===== config.mk =====
export PLATFORM = sky130hd
export DESIGN_NAME = ucc_monitor
export DESIGN_NICKNAME = d
export VERILOG_FILES = /design/src/rtl/ucc_pkg.sv /design/src/rtl/ucc_range_match.sv /design/src/rtl/ucc_monitor.sv
export SDC_FILE = /design/constraint.sdc
export NUM_CORES = 1
export LEC_CHECK = 0
export ABC_AREA = 1
export BUFFER_PORTS_ARGS = -buffer_cell sky130_fd_sc_hd__buf_4
export CORE_MARGIN = 2
export CORE_UTILIZATION = 53
export CTS_CLUSTER_SIZE = 28
export DETAILED_ROUTE_END_ITERATION = 8
export PLACE_DENSITY = 0.8
export SETUP_SLACK_MARGIN = 0.5
export SYNTH_ARGS = -nofsm -noshare
export SYNTH_HDL_FRONTEND = slang
export SYNTH_SLANG_ARGS = --single-unit

===== constraint.sdc =====
create_clock -name clk -period 5.74 [get_ports clk]
set_input_delay 1.148 -clock clk [delete_from_list [all_inputs] [get_ports clk]]
set_output_delay 1.148 -clock clk [all_outputs]
set_load 0.05 [all_outputs]

===== src/rtl/ucc_pkg.sv =====
// Shared types and defaults for the UCC runtime monitor. The SUSP state is
// only present when UCC_IRQ_RESUME_EN is defined.
package ucc_pkg;

  localparam int ADDR_W = 16;

  localparam logic [ADDR_W-1:0] PROT_MIN_DEF = 16'h0600;
  localparam logic [ADDR_W-1:0] PROT_MAX_DEF = 16'h07FF;
  localparam logic [ADDR_W-1:0] RESET_PC_DEF = 16'hE000;

  localparam logic [2:0] CAUSE_NONE  = 3'd0;
  localparam logic [2:0] CAUSE_WRITE = 3'd1;
  localparam logic [2:0] CAUSE_IRQ   = 3'd2;
  localparam logic [2:0] CAUSE_EXIT  = 3'd3;
  localparam logic [2:0] CAUSE_ENTRY = 3'd4;

`ifdef UCC_IRQ_RESUME_EN
  typedef enum logic [1:0] {ST_IDLE, ST_RUN, ST_VIOL, ST_SUSP} ucc_state_t;
`else
  typedef enum logic [1:0] {ST_IDLE, ST_RUN, ST_VIOL} ucc_state_t;
`endif

endpackage


===== src/rtl/ucc_range_match.sv =====
// Combinational compartment lookup: per-compartment hit vector plus the
// lowest-index match and whether pc sits on that compartment's entry point.
module ucc_range_match
  import ucc_pkg::*;
#(
  parameter int N_UCC = 4,
  parameter int IDX_W = 2
) (
  input  logic [ADDR_W-1:0]       pc,
  input  logic [ADDR_W*N_UCC-1:0] ucc_min_bus,
  input  logic [ADDR_W*N_UCC-1:0] ucc_max_bus,
  output logic [N_UCC-1:0]        match_vec,
  output logic                    hit,
  output logic [IDX_W-1:0]        idx,
  output logic                    at_min
);

  logic [N_UCC-1:0] at_min_vec;

  for (genvar k = 0; k < N_UCC; k++) begin : g_cmp
    logic [ADDR_W-1:0] lo;
    logic [ADDR_W-1:0] hi;
    assign lo = ucc_min_bus[k*ADDR_W +: ADDR_W];
    assign hi = ucc_max_bus[k*ADDR_W +: ADDR_W];
    // lo > hi marks a disabled compartment
    assign match_vec[k]  = (lo <= hi) && (pc >= lo) && (pc <= hi);
    assign at_min_vec[k] = (pc == lo);
  end

  always_comb begin
    hit    = 1'b0;
    idx    = '0;
    at_min = 1'b0;
    for (int k = N_UCC - 1; k >= 0; k--) begin
      if (match_vec[k]) begin
        hit    = 1'b1;
        idx    = IDX_W'(k);
        at_min = at_min_vec[k];
      end
    end
  end

endmodule


===== src/rtl/ucc_monitor.sv =====
// UCC runtime monitor: entry/exit/write/irq enforcement, registered outputs one cycle after the
// offending sample; no backpressure. UCC_IRQ_RESUME_EN lets an irq suspend a UCC instead of faulting.
module ucc_monitor
  import ucc_pkg::*;
#(
  parameter int                N_UCC    = 4,
  parameter int                IDX_W    = 2,
  parameter logic [ADDR_W-1:0] PROT_MIN = PROT_MIN_DEF,
  parameter logic [ADDR_W-1:0] PROT_MAX = PROT_MAX_DEF,
  parameter logic [ADDR_W-1:0] RESET_PC = RESET_PC_DEF
) (
  input  logic                    clk,
  input  logic                    puc_rst,
  input  logic [ADDR_W-1:0]       pc,
  input  logic [ADDR_W-1:0]       data_addr,
  input  logic                    data_wr,
  input  logic                    irq,
  input  logic [ADDR_W*N_UCC-1:0] ucc_min_bus,
  input  logic [ADDR_W*N_UCC-1:0] ucc_max_bus,
  output logic                    reset_out,
  output logic                    in_ucc,
  output logic [IDX_W-1:0]        active_ucc,
  output logic [2:0]              viol_cause
);

  ucc_state_t        state_q, state_d;
  logic [IDX_W-1:0]  idx_q, idx_d;
  logic [ADDR_W-1:0] prev_pc_q, prev_pc_d;
  logic [2:0]        viol_cause_q, viol_cause_d;
  logic              reset_out_q, reset_out_d;
  logic              in_ucc_q, in_ucc_d;
  logic [IDX_W-1:0]  active_ucc_q, active_ucc_d;

  logic [N_UCC-1:0]  match_vec;
  logic              hit;
  logic [IDX_W-1:0]  m_idx;
  logic              at_min;
  logic              prot_wr;
  logic [ADDR_W-1:0] cur_max;

  ucc_range_match #(.N_UCC(N_UCC), .IDX_W(IDX_W)) u_match (
    .pc          (pc),
    .ucc_min_bus (ucc_min_bus),
    .ucc_max_bus (ucc_max_bus),
    .match_vec   (match_vec),
    .hit         (hit),
    .idx         (m_idx),
    .at_min      (at_min)
  );

  assign prot_wr = data_wr && (data_addr >= PROT_MIN) && (data_addr <= PROT_MAX);
  assign cur_max = ucc_max_bus[idx_q*ADDR_W +: ADDR_W];

  always_comb begin
    state_d      = state_q;
    idx_d        = idx_q;
    viol_cause_d = viol_cause_q;
    prev_pc_d    = pc;
    case (state_q)
      ST_IDLE: begin
        if (hit && at_min) begin
          state_d = ST_RUN;
          idx_d   = m_idx;
        end else if (hit) begin
          state_d      = ST_VIOL;
          viol_cause_d = CAUSE_ENTRY;
        end
      end
      ST_RUN: begin
        // checks are ordered by cause priority: WRITE, IRQ, EXIT
        if (prot_wr) begin
          state_d      = ST_VIOL;
          viol_cause_d = CAUSE_WRITE;
        end else if (irq) begin
`ifdef UCC_IRQ_RESUME_EN
          state_d = ST_SUSP;
`else
          state_d      = ST_VIOL;
          viol_cause_d = CAUSE_IRQ;
`endif
        end else if (!match_vec[idx_q]) begin
          if (prev_pc_q == cur_max) begin
            state_d = (hit && at_min) ? ST_RUN : ST_IDLE;
            idx_d   = m_idx;
          end else begin
            state_d      = ST_VIOL;
            viol_cause_d = CAUSE_EXIT;
          end
        end
      end
`ifdef UCC_IRQ_RESUME_EN
      ST_SUSP: begin
        if (match_vec[idx_q]) begin
          state_d = ST_RUN;
        end else if (hit) begin
          state_d      = ST_VIOL;
          viol_cause_d = CAUSE_ENTRY;
        end
      end
`endif
      ST_VIOL: begin
        if (pc == RESET_PC) state_d = ST_IDLE;
      end
      default: state_d = ST_IDLE;
    endcase

    reset_out_d = (state_d == ST_VIOL);
    in_ucc_d    = (state_d == ST_RUN);
`ifdef UCC_IRQ_RESUME_EN
    active_ucc_d = (state_d == ST_RUN || state_d == ST_SUSP) ? idx_d : '0;
`else
    active_ucc_d = (state_d == ST_RUN) ? idx_d : '0;
`endif
  end

  always_ff @(posedge clk or posedge puc_rst) begin
    if (puc_rst) begin
      state_q      <= ST_IDLE;
      idx_q        <= '0;
      prev_pc_q    <= RESET_PC;
      viol_cause_q <= CAUSE_NONE;
      reset_out_q  <= 1'b0;
      in_ucc_q     <= 1'b0;
      active_ucc_q <= '0;
    end else begin
      state_q      <= state_d;
      idx_q        <= idx_d;
      prev_pc_q    <= prev_pc_d;
      viol_cause_q <= viol_cause_d;
      reset_out_q  <= reset_out_d;
      in_ucc_q     <= in_ucc_d;
      active_ucc_q <= active_ucc_d;
    end
  end

  assign reset_out  = reset_out_q;
  assign in_ucc     = in_ucc_q;
  assign active_ucc = active_ucc_q;
  assign viol_cause = viol_cause_q;

endmodule

==> out/qor.yml <==
timing:
  fin_crit_sh_pct: 61.8
  slew_violations: 0
  hold_viol: 0
  slew_headroom_pct: 32.6
  finClkSkew_ns: 0.00203
  setup_violations: 0
  timing.fmax_mhz: 282
  worstMarginPinSlew_ns: 1.01
  finalSetupTns_ns: 0
  rsz0062_at_grt: "false"
  post-route-min-period_ns: 3.55
  holdWs_ns: 0.502
clocking:
  postCtsHoldBufs: 0
  ctsResizeCount: 0
  cts.sink_count: 27
  cts_made_buffers: 3
  clkLatencyLatePin_ns: 0.26
  post_cts_buffers: 0
  htreeDepth: 1
  cts_tree: "built"
  clock_path_buffers: 2
  clk_pin_slew_ns: 0.07
  root_buffer: "clkbuf_16"
power:
  ir_worst_vdd_v: 0.000130
  leakagePower_nw: 5.00
  power_density_nw_per_um2: 173
layout:
  design_area_um2: 8190
  fin_nets: 1575
  multiInputGateArea_um2: 5250
  drive_gt1_share_pct: 14.4
  antenna_cells: 0
  area_growth_pct: 21.3
  fill_cells: 1233
  seqCellArea_um2: 679
routing:
  vias: 7179
  route.detailed.drc: 0
  wire_per_inst_um: 14.1
  viasPerCell: 5.16
  drt_iter0_drc: 375
  ant_nets: 0
  finalWirelength_um: 19500
  first_pass_iters: 5
placement:
  port_buffers: 161
  dpl.hpwl_um: 16500
  place_congestion: 0.966
  place_area_um2: 8110
logic_synthesis:
  ys_seq_area_share_pct: 10.1
  ys_types: 28
  synth_area_um2: 6760
  ys_seq_elements: 27
  ys.flop_type: "dfrtp_1"
  yosys_warnings: 0
  synth_cells: 1063
  synth.largest_area_cell: "ha_1"
  yosysTopAreaCellShare_pct: 35.5
  synthesis.nets: 1419
  synth_edf_count: 0
  synth_area_leaders: "ha_1 (36%), nand2_1 (17%), inv_1 (11%), dfrtp_1 (8.9%), a21oi_1 (6.4%)"
  synth.avg_cell_area_um2: 6.36
  async_flop_share_pct: 100
critical_path:
  worstSetupStartpointType: "primary input"
  end_kind: "flop"
  path_class: "in2reg"
  worstPathRequired_ns: 5.88
  path_max_fanout: 5
  crit_arrival_ns: 3.69
global_route:
  grt-ovfl-total: 0
  grt_usage_pct: 29.1
  grt_start_max_net_pins: 30
  use_met2_pct: 50.7
  first_global_vias: 6936
  grt.met1_usage_pct: 37.2
  grt-busiest-layer: "met2"
  use_met3_pct: 2.63
  grt_pass1_wl_um: 31200
  antenna_found_initial: 0
die:
  die_w_um: 117
  coreArea_um2: 12500
  start_util_pct: 54.0
  top_level_ports: 171
  die_h_um: 117
  rows: 41
  fp.dieArea_um2: 13700
hold_path:
  hold_class: "reg2reg"
job:
  drv_cap: 0
status:
  status: "finished, final reports clean"
[synthesized netlist by cell type, drive strengths merged (5+ instances only)]
cell and instances:
dfrtp 24, o21ai 35, a21o 6, xor2 9, ha 192, xnor2 7, o21a 8, buf 11
o21bai 6, nor4 5, nor3 10, inv 198, nand2 310, a21oi 87, nand4 16, nor2 79
nand3 52
[registers in the layout, indices dropped and copies added, names as in the netlist]
| register | flops |
|---|---|
| active_ucc | 2 |
| idx_q | 2 |
| in_ucc | 1 |
| prev_pc_q | 16 |
| reset_out | 1 |
| state_q | 2 |
| viol_cause | 3 |
[report_power, final]
part | internal (mW) | switching [mW]
Combinational | 0.383 | 0.624
Sequential | 0.216 | 0.0356
Clock | 0.0941 | 0.0659
Total | 0.693 | 0.725
[cell families (layout without fill, tap and decap cells)]
kind of cell	after synthesis	in the layout	share of synthesized area (%)
adder cells (fa/ha/maj)	192	192	35.5
buffers and inverters	210	365	12.2
AND/OR/NAND/NOR	473	473	28.5
AO/OA/AOI/OAI	145	145	11.6
XOR/XNOR	16	16	2.07
flip-flops	27	27	10.1
[layout make-up]
| class | instances | share of cell area, % |
|---|---|---|
| clock inverters | 1 | 0.0611 |
| clock buffers | 3 | 0.916 |
| flip-flops and latches | 27 | 8.29 |
| inverters | 198 | 9.07 |
| repair buffers | 163 | 14.9 |
| well taps | 172 | 2.63 |
| multi-input cells | 826 | 64.1 |
[metal layers]
metal  vias up  share of wire (%)
met3        47                6.8
met5         -                  0
met4         0                3.7
met1      3119                 43
li1       3755                  -
met2       258                 46
[worst paths after layout]
kind / cells past startpoint / slack [ns] / endpoint / startpoint
worst max-delay path: 16 / 2.19 / viol_cause[1] / ucc_max_bus[31]
worst min-delay path: 2 / 0.50 / viol_cause[0] / viol_cause[0]
worst max register to register: 15 / 2.46 / active_ucc[0] / idx_q[0]
worst min register to register: 2 / 0.50 / viol_cause[0] / viol_cause[0]
max in group asynchronous: 2 / 4.00 / prev_pc_q[10] / puc_rst
min in group asynchronous: 2 / 1.13 / in_ucc / puc_rst
[stage by stage]
stage	utilization (%)	worst slack [ns]	cells	total power [mW]
finish	65.5	2.19	1390	1.42
global route	65.5	2.01	1390	1.56
CTS	65.5	2.22	1390	1.41
detailed placement	64.8	1.96	1386	1.24
global placement	64.8	2.07	1386	1.22
floorplan	-	2.83	1063	0.952
[critical path, stage by stage]
cell and delay (ns):
buf_4 0.09, inv_1 0.05, ha_1 0.29, nand2_1 0.08
nor4_1 0.60, nand3_1 0.14, nand2_1 0.12, nand3_1 0.23
nor2_1 0.17, nor2_1 0.08, nand2_1 0.11, nand2_1 0.08
nor2_1 0.22, a21oi_1 0.11, nand2_1 0.08, o21ai_0 0.08
[cells in the final DEF (no fill, tap or decap), drive strengths merged]
| cell type | netlist | routed |
|---|---|---|
| a21o | 6 | 6 |
| a21oi | 87 | 87 |
| buf | 11 | 163 |
| clkbuf | 1 | 3 |
| clkinv | 0 | 1 |
| dfrtp | 24 | 24 |
| dfstp | 3 | 3 |
| ha | 192 | 192 |
| inv | 198 | 198 |
| nand2 | 310 | 310 |
| nand3 | 52 | 52 |
| nand4 | 16 | 16 |
| nor2 | 79 | 79 |
| nor3 | 10 | 10 |
| nor4 | 5 | 5 |
| o211ai | 2 | 2 |
| o21a | 8 | 8 |
| o21ai | 35 | 35 |
| o21bai | 6 | 6 |
| o31ai | 1 | 1 |
| or4 | 1 | 1 |
| xnor2 | 7 | 7 |
| xor2 | 9 | 9 |
No activity file was read; power rests on OpenSTA's default activity.
